### config.mk
export PLATFORM = sky130hd
export DESIGN_NAME = line_draw_engine
export DESIGN_NICKNAME = d
export VERILOG_FILES = /design/src/rtl/line_draw_engine.sv
export SDC_FILE = /design/constraint.sdc
export NUM_CORES = 1
export LEC_CHECK = 0
export BUFFER_PORTS_ARGS = -buffer_cell sky130_fd_sc_hd__buf_2
export CAP_MARGIN = 20
export CORE_MARGIN = 4
export CORE_UTILIZATION = 35
export DETAILED_ROUTE_END_ITERATION = 16
export GPL_ROUTABILITY_DRIVEN = 1
export HOLD_SLACK_MARGIN = 0.03
export PLACE_DENSITY = 0.62
export SLEW_MARGIN = 15
export SYNTH_ARGS = -nofsm -noshare
export SYNTH_HDL_FRONTEND = slang
export SYNTH_SLANG_ARGS = --single-unit
### constraint.sdc
create_clock -name clk -period 5.7 [get_ports clk]
set_input_delay 1.14 -clock clk [delete_from_list [all_inputs] [get_ports clk]]
set_output_delay 1.14 -clock clk [all_outputs]
set_load 0.03 [all_outputs]
### src/rtl/line_draw_engine.sv
// Bresenham line rasteriser that feeds pixels to the 160x120 VGA adapter, one per clock.
// Define LINE_CLIP_EN to suppress plot for points outside the visible screen.
module line_draw_engine #(
    parameter int XW            = 8,
    parameter int YW            = 7,
    parameter int SCREEN_WIDTH  = 160,
    parameter int SCREEN_HEIGHT = 120
) (
    input  logic          clk,
    input  logic          resetb,
    input  logic          start,
    input  logic [XW-1:0] x0,
    input  logic [YW-1:0] y0,
    input  logic [XW-1:0] x1,
    input  logic [YW-1:0] y1,
    input  logic [2:0]    colour_in,
    output logic [XW-1:0] x,
    output logic [YW-1:0] y,
    output logic [2:0]    colour,
    output logic          plot,
    output logic          busy,
    output logic          done
);

    localparam int EW = XW + 3;
    localparam logic [XW:0] SW_L = (XW+1)'(SCREEN_WIDTH);
    localparam logic [YW:0] SH_L = (YW+1)'(SCREEN_HEIGHT);
`ifdef LINE_CLIP_EN
    localparam logic CLIP_EN = 1'b1;
`else
    localparam logic CLIP_EN = 1'b0;
`endif

    typedef enum logic [1:0] {
        S_IDLE = 2'd0,
        S_INIT = 2'd1,
        S_DRAW = 2'd2,
        S_DONE = 2'd3
    } state_t;

    state_t state_r, state_s;

    logic [XW-1:0]        x0_r, x1_r, cx_r, x_r;
    logic [XW-1:0]        x0_s, x1_s, cx_s, x_s;
    logic [YW-1:0]        y0_r, y1_r, cy_r, y_r;
    logic [YW-1:0]        y0_s, y1_s, cy_s, y_s;
    logic [2:0]           col_r, col_s, colour_r, colour_s;
    logic                 sx_r, sx_s, sy_r, sy_s;
    logic                 plot_r, plot_s, busy_r, busy_s, done_r, done_s;
    logic signed [EW-1:0] dx_r, dx_s, dy_r, dy_s, err_r, err_s;
    logic signed [EW-1:0] ddx_s, ddy_s, adx_s, ndy_s, e2_s;
    logic                 at_end_s, on_screen_s;

    // Endpoint differences and Bresenham helpers derived from the latched request and current error.
    always_comb begin
        ddx_s       = $signed({{(EW-XW){1'b0}}, x1_r}) - $signed({{(EW-XW){1'b0}}, x0_r});
        ddy_s       = $signed({{(EW-YW){1'b0}}, y1_r}) - $signed({{(EW-YW){1'b0}}, y0_r});
        adx_s       = ddx_s[EW-1] ? -ddx_s : ddx_s;
        ndy_s       = ddy_s[EW-1] ? ddy_s : -ddy_s;
        e2_s        = err_r <<< 1;
        at_end_s    = (cx_r == x1_r) && (cy_r == y1_r);
        on_screen_s = ({1'b0, cx_r} < SW_L) && ({1'b0, cy_r} < SH_L);
    end

    // State register.
    always_ff @(posedge clk) begin
        if (!resetb) begin
            state_r <= S_IDLE;
        end else begin
            state_r <= state_s;
        end
    end

    // Next-state, datapath and output computation; holds everything by default.
    always_comb begin
        state_s  = state_r;
        x0_s     = x0_r;
        y0_s     = y0_r;
        x1_s     = x1_r;
        y1_s     = y1_r;
        col_s    = col_r;
        cx_s     = cx_r;
        cy_s     = cy_r;
        sx_s     = sx_r;
        sy_s     = sy_r;
        dx_s     = dx_r;
        dy_s     = dy_r;
        err_s    = err_r;
        x_s      = x_r;
        y_s      = y_r;
        colour_s = colour_r;
        plot_s   = 1'b0;
        done_s   = 1'b0;
        busy_s   = (state_r != S_IDLE);
        case (state_r)
            S_IDLE: begin
                if (start) begin
                    x0_s    = x0;
                    y0_s    = y0;
                    x1_s    = x1;
                    y1_s    = y1;
                    col_s   = colour_in;
                    state_s = S_INIT;
                end else begin
                    state_s = S_IDLE;
                end
            end
            S_INIT: begin
                dx_s    = adx_s;
                dy_s    = ndy_s;
                err_s   = adx_s + ndy_s;
                sx_s    = (x0_r < x1_r);
                sy_s    = (y0_r < y1_r);
                cx_s    = x0_r;
                cy_s    = y0_r;
                state_s = S_DRAW;
            end
            S_DRAW: begin
                x_s      = cx_r;
                y_s      = cy_r;
                colour_s = col_r;
                plot_s   = on_screen_s | ~CLIP_EN;
                if (at_end_s) begin
                    state_s = S_DONE;
                end else begin
                    state_s = S_DRAW;
                    // Both axis decisions use the error value from before this step.
                    if (e2_s >= dy_r) begin
                        err_s = err_s + dy_r;
                        cx_s  = sx_r ? cx_r + XW'(1'b1) : cx_r - XW'(1'b1);
                    end else begin
                        cx_s  = cx_r;
                    end
                    if (e2_s <= dx_r) begin
                        err_s = err_s + dx_r;
                        cy_s  = sy_r ? cy_r + YW'(1'b1) : cy_r - YW'(1'b1);
                    end else begin
                        cy_s  = cy_r;
                    end
                end
            end
            S_DONE: begin
                done_s  = 1'b1;
                state_s = S_IDLE;
            end
            default: begin
                state_s = S_IDLE;
            end
        endcase
    end

    // Datapath and registered output stage.
    always_ff @(posedge clk) begin
        if (!resetb) begin
            x0_r     <= '0;
            y0_r     <= '0;
            x1_r     <= '0;
            y1_r     <= '0;
            col_r    <= 3'b000;
            cx_r     <= '0;
            cy_r     <= '0;
            sx_r     <= 1'b0;
            sy_r     <= 1'b0;
            dx_r     <= '0;
            dy_r     <= '0;
            err_r    <= '0;
            x_r      <= '0;
            y_r      <= '0;
            colour_r <= 3'b000;
            plot_r   <= 1'b0;
            busy_r   <= 1'b0;
            done_r   <= 1'b0;
        end else begin
            x0_r     <= x0_s;
            y0_r     <= y0_s;
            x1_r     <= x1_s;
            y1_r     <= y1_s;
            col_r    <= col_s;
            cx_r     <= cx_s;
            cy_r     <= cy_s;
            sx_r     <= sx_s;
            sy_r     <= sy_s;
            dx_r     <= dx_s;
            dy_r     <= dy_s;
            err_r    <= err_s;
            x_r      <= x_s;
            y_r      <= y_s;
            colour_r <= colour_s;
            plot_r   <= plot_s;
            busy_r   <= busy_s;
            done_r   <= done_s;
        end
    end

    assign x      = x_r;
    assign y      = y_r;
    assign colour = colour_r;
    assign plot   = plot_r;
    assign busy   = busy_r;
    assign done   = done_r;

endmodule

Word-level counts from Yosys, hierarchy flattened
Cells that the tools add are included.
{ "op_classes": {"n_lt_le_gt_ge": 4, "muxes": 21, "n_eq_ne": 8, "n_reduce_logical": 8, "n_addsub": 11} }
{ "op_table": {"columns": ["op", "count"], "rows": [
  ["$mux 11", 7],
  ["$add 11x11->11", 3],
  ["$mux 8", 3],
  ["$pmux 11 s2", 1],
  ["$mux 7", 3],
  ["$pmux 8 s2", 1],
  ["$pmux 7 s2", 1],
  ["$ge 11x11->1", 1],
  ["$le 11x11->1", 1],
  ["$neg 8->11", 1],
  ["$neg 9->11", 1],
  ["$sub 8x8->9", 1],
  ["$add 8x1->8 const B", 1],
  ["$eq 8x8->1", 1],
  ["$lt 8x8->1", 1],
  ["$pmux 2 s4", 1],
  ["$sub 7x7->8", 1],
  ["$sub 8x1->8 const B", 1],
  ["$add 7x1->7 const B", 1],
  ["$eq 7x7->1", 1],
  ["$lt 7x7->1", 1],
  ["$sub 7x1->7 const B", 1],
  ["$ne 2x2->1 const B", 3],
  ["$reduce_and 3->1", 2],
  ["other kinds (7)", 13]
]} }
{ "totals": {"elab_cells": 71, "output_inout_bits": 21, "in_bits": 36, "register_bits": 106} }

Depth between registers and ports, before layout
Gate-level depths: netlist (run 1).
{ "depth": {"depth_word": 8, "ltp_mapped": 18, "ltp_nobuf": 18} }

Worst setup path before layout (run 1)
OpenSTA, ideal clock, no wires.
{ "synth_timing": {"path_kind": "register to register", "from": "register x1_r[0]", "to": "register err_r[8]", "period_less_slack_ns": 3.879, "t_required_ns": 5.580, "stages_incl_launch_ff": 18, "path_slack_ns": 1.821, "arrival_time_ns": 3.760, "setup_time_ns": 0.120, "path_buffers": 0, "path_cell_list": "dfxtp_1 > inv_1 > ha_1 > inv_1 > fa_1 > a21o_1 > a21oi_2 > o221ai_1 > mux2_2 > fa_1 > a21o_1 > a21oi_1 > o21bai_1 > a2111oi_0 > nor3_1 > xnor2_1 > o31ai_1 > a211o_1"} }
{ "synth_via": {"elab_chain_cells": 5, "elab_cells_between_ends": 9, "classes_between": "3 x add/sub; 2 x eq/ne; 2 x mux; 2 x reduce/logical"} }
{ "synth_lines": {"columns": ["item", "line_no", "text"], "rows": [
  ["start, declared", "43", "logic [XW-1:0] x0_r, x1_r, cx_r, x_r;"],
  ["start signal, assigned", "176", "x1_r <= x1_s;"],
  ["$sub 8x8->9 *", "56", "ddx_s = $signed({{(EW-XW){1'b0}}, x1_r}) - $signed({{(EW-XW){1'b0}}, x0_r});"],
  ["$neg 9->11", "58", "adx_s = ddx_s[EW-1] ? -ddx_s : ddx_s;"],
  ["$mux 11 *", "58", null],
  ["net adx_s[1]", "51", "logic signed [EW-1:0] ddx_s, ddy_s, adx_s, ndy_s, e2_s;"],
  ["$add 11x11->11 *", "111", "err_s = adx_s + ndy_s;"],
  ["$pmux 11 s2 *", "95", "case (state_r)"],
  ["end signal, assigned", "185", "err_r <= err_s;"],
  ["end, declared", "50", "logic signed [EW-1:0] dx_r, dx_s, dy_r, dy_s, err_r, err_s;"]
]} }
The timed path passes the listed nets; every way through them passes the cells marked *.
A chain may end at the register's enable or synchronous reset.

Final worst setup path (run 1)
{ "layout_timing": {"from": "register err_r[3]", "to": "register err_r[8]"} }
{ "layout_via": {"elab_chain_cells": 8, "elab_cells_between_ends": 10, "classes_between": "2 x add/sub; 2 x order compare; 6 x mux"} }
{ "layout_lines": {"columns": ["item", "line_no", "text"], "rows": [
  ["$add 11x11->11 / $ge 11x11->1 (equally long branches)", "129, 128", null],
  ["$mux 11", "128", "if (e2_s >= dy_r) begin"],
  ["$mux 11", "123", "if (at_end_s) begin"],
  ["$mux 11", "95", null],
  ["$add 11x11->11", "135", "err_s = err_s + dx_r;"],
  ["$mux 11 *", "134", "if (e2_s <= dx_r) begin"],
  ["$mux 11 *", "123", null],
  ["$pmux 11 s2 *", "95", null]
]} }
Mark *: on every way between the ends. The rest lies on a longest branch, timed or not. The select of a mux whose other input is x is not followed.

==> metrics.cfg, run 1 <==
[route]
detail_route.wl_per_cell_um=15.1
wl_met2_mm=8.08
dr.pass1.iters=5
wirelength_mm=17.9
drt_iter0_markers=340
vias=5944
via_per_inst=5.00
wl_met1_mm=8.91
met3_length_um=615
route.detailed.drc=0
drtAntennaViolNets=0
highest_layer=met4

[clock_network]
cts-buffers-inserted=9
numClockSinks=105
htreeDepth=3
postCtsSetupBuffers=0
root_buffer=clkbuf_16
hold_buffers=0
clk_latency_ps=350
clkSlewWorstSetupHoldPaths_ps=70
cts_max_path_buffers=2
ctsResizeCount=0
cts_tree=yes

[power_and_ir_drop]
p_leak_nw=3.41
power_density_nw_per_um2=443
finalPower_w=0.00353
irDropWorstVdd_mv=0.203

[global_route]
antenna_found_initial=0
grt_max_degree=51
grt_pass1_vias=5678
grt_overflow=0
grt_pass1_wl_mm=29.0
grt_use_total_pct=16.0

[timing]
period_minus_slack_ps=4500
maxSlewHeadroom_pct=38.4
final_hold_viol_count=0
holdWs_ps=451
rsz0062_at_grt=false
setup_viol=0
setup-tns-final_ps=0
finalCritPeriodShare_pct=78.9
worst_slew_pin_slew_ps=918
skew_ps=6.75
timing.fmax_mhz=222
drv_slew=0

[floorplanning]
fp.dieH_um=151
initial_utilization_pct=35.5
core-area_um2=20200
die_w_um=151
die_area_um2=22900
rows=52
io_pins=57

[final_layout]
area_delta_synth_final_pct=11.0
layout_commonest_cell=dfxtp_1
final_cell_mix=dfxtp_1, nand2_1, nor2_1, a21oi_1, ha_1
final-seq-area_um2=2100
multiInputGateArea_um2=4690
nFillCells=2078
antenna_cells=0
nets=1037
drive_gt1_share_pct=10.9

[placement]
port_buffers=56
dp_hpwl_mm=13.5
gp_congestion=0.871

[worst_setup_path]
r2r-end=err_r[8]
rr_worst_depth=15
cpPeakStageDelay_ps=540
crit_fanout=14
r2r-start=err_r[3]
cpLargestDelayFamily=compound AO/OA/AOI/OAI gates
crit_chain=ha_1 -> a2111oi_0 -> a21oi_1 -> o21ai_2 -> mux2_2 -> ha_1 -> fa_1 -> a21o_1 -> a21o_1 -> a211oi_1 -> o21bai_1 -> a21oi_1 -> xor2_1 -> nor3_1 -> a211o_1
crit_buf_inv=0
regToRegSetupSlack_ps=1200
cpMaxStageDelayCell=o21ai_2
cp.required_ps=5940
path_class=register to register
worstPathArrival_ps=4740
endpoint_kind=register
cp-start-kind=register

[yosys]
synth_top_family_by_area=compound AO/OA/AOI/OAI gates
postSynthCellCount=876
synth-compound-area-share_pct=18.7
synth_fa_ha_area_share_pct=15.9
ys.flop_type=dfxtp_1
synth-edff-count=0
synth-simple-area-share_pct=15.2
synth_xor_xnor_area_share_pct=8.73
ys_types=62
avgSynthCellArea_um2=8.20
synth_nets=999
ys_seq_area_share_pct=29.3
async_reset_ff_share_pct=0
yosysWarnings=0
synth_area_um2=7180
ys_seq_elements=105
synthMuxAreaShare_pct=6.72

[worst_hold_path]
min_path_cells=2
whs_endpoint=dx_r[10]
hold_class=register to register
hold_start=dx_r[10]

[status]
status=finished clean

[job]
cap_violations=0

[cell families (layout without fill, tap and decap cells)]
family                   count (synthesis)  after routing
AO/OA/AOI/OAI                          212            212
flip-flops                             105            105
AND/OR/NAND/NOR                        253            253
multiplexers                            47             47
adder cells (fa/ha/maj)                 87             87
buffers and inverters                  102            144
XOR/XNOR                                70             70
[through the flow]
stage	area, um^2	cells	setup WS (ps)	util, %
3_5_place_dp	7700	1173	1220	38.1
4_1_cts	7980	1188	1220	39.4
3_3_place_gp	7700	1173	1310	38.1
2_1_floorplan	7180	876	1820	-
5_1_grt	7980	1188	919	39.4
6_report	7980	1188	1200	39.4
[worst register-to-register path, stage by stage, from the launching register on]
cell	delay (ps)
dfxtp_1	430
ha_1	280
a2111oi_0	380
a21oi_1	140
o21ai_2	540
mux2_2	420
ha_1	210
fa_1	400
a21o_1	190
a21o_1	210
a211oi_1	360
o21bai_1	130
a21oi_1	190
xor2_1	160
nor3_1	60
a211o_1	290
[per-layer routing]
layer	up-vias	global-route usage [%]
met3	18	2.87
met5	-	0
li1	3105	-
met1	2734	22.0
met4	0	4.08
met2	87	25.8
[Yosys cell counts, types with 2 or more instances]
| master | instances | share of area, % |
|---|---|---|
| dfxtp_1 | 105 | 29 |
| nand2_1 | 95 | 5.0 |
| nor2_1 | 92 | 4.8 |
| a21oi_1 | 91 | 6.3 |
| ha_1 | 80 | 14 |
| inv_1 | 65 | 3.4 |
| xnor2_1 | 43 | 5.2 |
| mux2i_1 | 37 | 5.2 |
| xor2_1 | 26 | 3.2 |
| clkbuf_1 | 24 | 1.3 |
| o21ai_0 | 24 | 1.7 |
| a211oi_1 | 18 | 1.9 |
| nor3_1 | 15 | 1.0 |
| a21o_1 | 11 | 1.1 |
| nor2b_1 | 11 | 0.96 |
| mux2_2 | 10 | 1.6 |
| nand3_1 | 9 | 0.63 |
| nand4_1 | 8 | 0.70 |
| o21bai_1 | 8 | 0.84 |
| fa_1 | 7 | 2.0 |
| o211ai_1 | 7 | 0.73 |
| o21a_1 | 7 | 0.73 |
| or3_1 | 6 | 0.52 |
| a31oi_1 | 5 | 0.44 |
| buf_1 | 5 | 0.26 |
| o211a_1 | 5 | 0.70 |
| o21ai_1 | 5 | 0.35 |
| a2111oi_0 | 4 | 0.49 |
| and2_1 | 4 | 0.35 |
| buf_2 | 4 | 0.28 |
| nor4_1 | 4 | 0.35 |
| o31ai_1 | 4 | 0.42 |
| or2_2 | 3 | 0.26 |
| a211o_1 | 2 | 0.24 |
| a21oi_2 | 2 | 0.24 |
| inv_2 | 2 | 0.10 |
| o221ai_1 | 2 | 0.24 |
| o22ai_1 | 2 | 0.17 |
[registers in the layout, indices dropped and copies added, names as in the netlist]
signal,count
y0_r,7
sy_r,1
colour,3
dx_r,11
col_r,3
busy,1
x0_r,8
y,7
cy_r,7
x,8
plot,1
dy_r,11
x1_r,8
done,1
err_r,10
state_r,2
sx_r,1
cx_r,8
y1_r,7
[where the power goes]
group | total [W] | switching (W) | internal [W]
registers | 0.000913 | 0.0000994 | 0.000814
logic | 0.00203 | 0.00114 | 0.000888
clock network | 0.000591 | 0.000284 | 0.000307
[worst max-delay path by stage]
stage	from	end	slack, ps	cells after the start
6_report	err_r[3]	err_r[8]	1200	15
5_1_grt	dy_r[4]	err_r[9]	920	15
4_1_cts	err_r[3]	err_r[8]	1220	15
3_5_place_dp	err_r[3]	err_r[8]	1220	15
3_3_place_gp	dy_r[4]	err_r[8]	1310	16
2_1_floorplan	x1_r[0]	err_r[8]	1820	17
[cell type report]
cell class / count / share of cell area [%]
Clock inverter: 4 / 0.361
Tap cell: 270 / 4.24
Multi-Input combinational cell: 669 / 58.8
Inverter: 68 / 3.20
Sequential cell: 105 / 26.4
Clock buffer: 11 / 3.04
Timing Repair Buffer: 61 / 3.98
(Power assumes the default switching activity.)
==> run 2, diff against run 1 <==
--- a/config.mk
+++ b/config.mk
@@ -5,6 +5,7 @@
 export SDC_FILE = /design/constraint.sdc
 export NUM_CORES = 1
 export LEC_CHECK = 0
+export ABC_AREA = 1
 export BUFFER_PORTS_ARGS = -buffer_cell sky130_fd_sc_hd__buf_2
 export CAP_MARGIN = 20
 export CORE_MARGIN = 4
==> constraint.sdc (replaced) <==
create_clock -name clk -period 4.45 [get_ports clk]
set_input_delay 0.89 -clock clk [delete_from_list [all_inputs] [get_ports clk]]
set_output_delay 0.89 -clock clk [all_outputs]
set_load 0.03 [all_outputs]
==> metrics.cfg, run 2 <==
[route]
dr.pass1.iters=5  ; unchanged
route.detailed.drc=0  ; unchanged
drt_iter0_markers=446  ; +31%
via_per_inst=4.99  ; -0.27%
drtAntennaViolNets=0  ; unchanged
wirelength_mm=21.3  ; +19%
detail_route.wl_per_cell_um=14.6  ; -2.7%
vias=7250  ; +22%

[floorplanning]
core-area_um2=21300  ; +5.2%
rows=53  ; +1.9%
die_area_um2=24300  ; +6.2%
initial_utilization_pct=36.0  ; +0.46 points
fp.dieH_um=156  ; +3.1%
die_w_um=156  ; +3.1%
io_pins=57  ; unchanged

[clock_network]
root_buffer=clkbuf_16
postCtsSetupBuffers=0  ; unchanged
numClockSinks=105  ; unchanged
cts-buffers-inserted=9  ; unchanged
hold_buffers=0  ; unchanged
ctsResizeCount=0  ; unchanged
cts_tree=yes
htreeDepth=3  ; unchanged
clk_latency_ps=370  ; +20 ps
cts_max_path_buffers=2  ; unchanged
clkSlewWorstSetupHoldPaths_ps=90  ; +20 ps

[yosys]
ys.flop_type=dfxtp_1
synth_top_cell_area_share_pct=27.5  ; -1.8 points
synth-edff-count=0  ; unchanged
synth_nets=1253  ; +25%
postSynthCellCount=1130  ; +29%
yosys.area.top_type=dfxtp_1
yosysWarnings=0  ; unchanged
async_reset_ff_share_pct=0  ; unchanged
ys_seq_elements=105  ; unchanged
yosys-top-cells-count=nand2_1, inv_1, nor2_1, dfxtp_1, a21oi_1
ys_types=43  ; -31%
synth_most_common_cell=nand2_1
synth_area_um2=7650  ; +6.5%
avgSynthCellArea_um2=6.77  ; -17%
ys_seq_area_share_pct=27.5  ; -1.8 points
synthTopCellsByArea=dfxtp_1, ha_1, nand2_1

[worst_setup_path]
cp.required_ps=4710  ; -1230 ps
cpLargestDelayFamily=simple AND/OR/NAND/NOR gates
crit_buf_inv=2  ; +2
crit_fanout=6  ; -8
path_class=register to register
cp-start-kind=register
cpMaxStageDelayCell=fa_1
endpoint_kind=register
worstPathArrival_ps=3870  ; -870 ps
crit_chain=ha_1 -> inv_1 -> fa_1 -> nand3_1 -> nand3_1 -> xor2_1 -> nand3_1 -> nor2_1 -> nand2_1 -> nand2_1 -> nand2_1 -> nand2_1 -> inv_1 -> ha_1 -> nand2_1 -> a21oi_1 -> nor2_1 -> nand2_1 -> nor2_1 -> nand3_1 -> nand2_1 -> nor2_1 -> nor2_1 -> a21oi_1
cpMostUsedCell=nand2_1
cpPeakStageDelay_ps=400  ; -140 ps

[global_route]
grt_use_total_pct=17.6  ; +1.6 points
grt.busiest_layer=met2
grt_use_met3_pct=3.11  ; +0.23 points
grt_overflow=0  ; unchanged
grt_pass1_wl_mm=34.6  ; +19%
grt_pass1_vias=6800  ; +20%
grt_max_degree=68  ; +33%
met2_usage_pct=28.4  ; +2.6 points
use_met1_pct=24.2  ; +2.2 points
antenna_found_initial=1  ; +1

[power_and_ir_drop]
irDropWorstVdd_mv=0.402  ; +98%
p_leak_nw=4.25  ; +24%
power_density_nw_per_um2=849  ; +92%

[timing]
skew_ps=14.0  ; +7.26 ps
drv_slew=0  ; unchanged
finalCritPeriodShare_pct=81.3  ; +2.4 points
final_hold_viol_count=0  ; unchanged
holdWs_ps=444  ; -7.31 ps
period_minus_slack_ps=3620  ; -881 ps
rsz0062_at_grt=false
worst_slew_pin_slew_ps=943  ; +24.9 ps
timing.fmax_mhz=276  ; +24%
setup-tns-final_ps=0  ; unchanged
maxSlewHeadroom_pct=37.1  ; -1.3 points
setup_viol=0  ; unchanged

[worst_hold_path]
hold_class=register to register

[final_layout]
nets=1296  ; +25%
area_delta_synth_final_pct=10.9  ; about the same
layout_commonest_cell=nand2_1
largestRegisters=dx_r x11, dy_r x11, err_r x10
drive_gt1_share_pct=8.74  ; -2.1 points
final_cell_mix=nand2_1, inv_1, nor2_1, dfxtp_1, a21oi_1
nFillCells=2281  ; +9.8%
final_area_um2=8490  ; +6.4%
antenna_cells=0  ; unchanged

[placement]
gp_congestion=0.900  ; +3.4%
dp_hpwl_mm=16.3  ; +21%
dpl_cell_area_um2=8180  ; +6.1%
port_buffers=56  ; unchanged

[status]
status=finished clean

[job]
cap_violations=0  ; unchanged

-- run 2: cell count changes in the layout (fill, tap and decap cells not counted), moves of 11 or more --
cell	previous run	this run
nor2b_1	11	0
a211oi_1	18	1
mux2i_1	37	0
nand2_1	95	232
nor3_1	15	3
nor2_1	92	127
nand4_1	8	21
o21ai_1	5	16
o22ai_1	2	15
xnor2_1	43	22
inv_1	65	158
o21ai_0	24	86
nand3_1	9	58
-- run 2: layer usage --
layer  wire length [um]  vias up
met5                  7        -
met4                471        2
met2               9460      136
met3                897       33
met1              10500     3311
li1                   -     3768
-- run 2: worst min-delay path, stage by stage, from the launching register on --
cell,delay [ps]
dfxtp_1,300
inv_1,60
nor2_1,40
-- run 2: worst paths after layout --
kind                            endpoint  cells past startpoint  slack [ps]     start
worst max-delay path            err_r[9]                     24         830   x0_r[0]
worst min-delay path            dx_r[10]                      2         440  dx_r[10]
worst max register to register  err_r[9]                     24         830   x0_r[0]
worst min register to register  dx_r[10]                      2         440  dx_r[10]
-- run 2: area by class of cell --
cell class | instances | area, um^2 | share of cell area [%]
multi-input combinational | 833 | 4800 | 56.5
sequential | 105 | 2100 | 24.8
inverter | 164 | 619 | 7.29
tap | 275 | 344 | 4.05
timing repair buffer | 60 | 310 | 3.65
clock buffer | 9 | 225 | 2.65
clock inverter | 7 | 90.1 | 1.06
-- run 2: power breakdown --
| part | internal [W] | leakage (nW) | switching, W |
|---|---|---|---|
| registers | 0.00116 | 0.862 | 0.000214 |
| clock network | 0.000410 | 0.150 | 0.000438 |
| logic | 0.00177 | 3.24 | 0.00322 |
| total | 0.00333 | 4.25 | 0.00388 |
-- run 2: cells by family (layout without fill, tap and decap cells) --
logic type	count (synthesis)	after routing	synth area share (%)
compound gates	234	234	16.6
xor+xnor	46	46	5.26
fa+ha+maj	87	87	14.9
buf+inv	192	240	9.86
flops	105	105	27.5
simple gates	466	466	25.9
-- run 2: per-stage QoR --
stage / total power (W) / cells / worst slack [ps] / utilization, %
3_3_place_gp: 0.00633 / 1437 / 896 / 38.4
6_report: 0.00721 / 1453 / 833 / 39.9
3_5_place_dp: 0.00630 / 1437 / 883 / 38.4
2_1_floorplan: 0.00520 / 1130 / 1390 / -
4_1_cts: 0.00720 / 1453 / 859 / 39.9
5_1_grt: 0.00800 / 1453 / 484 / 39.9
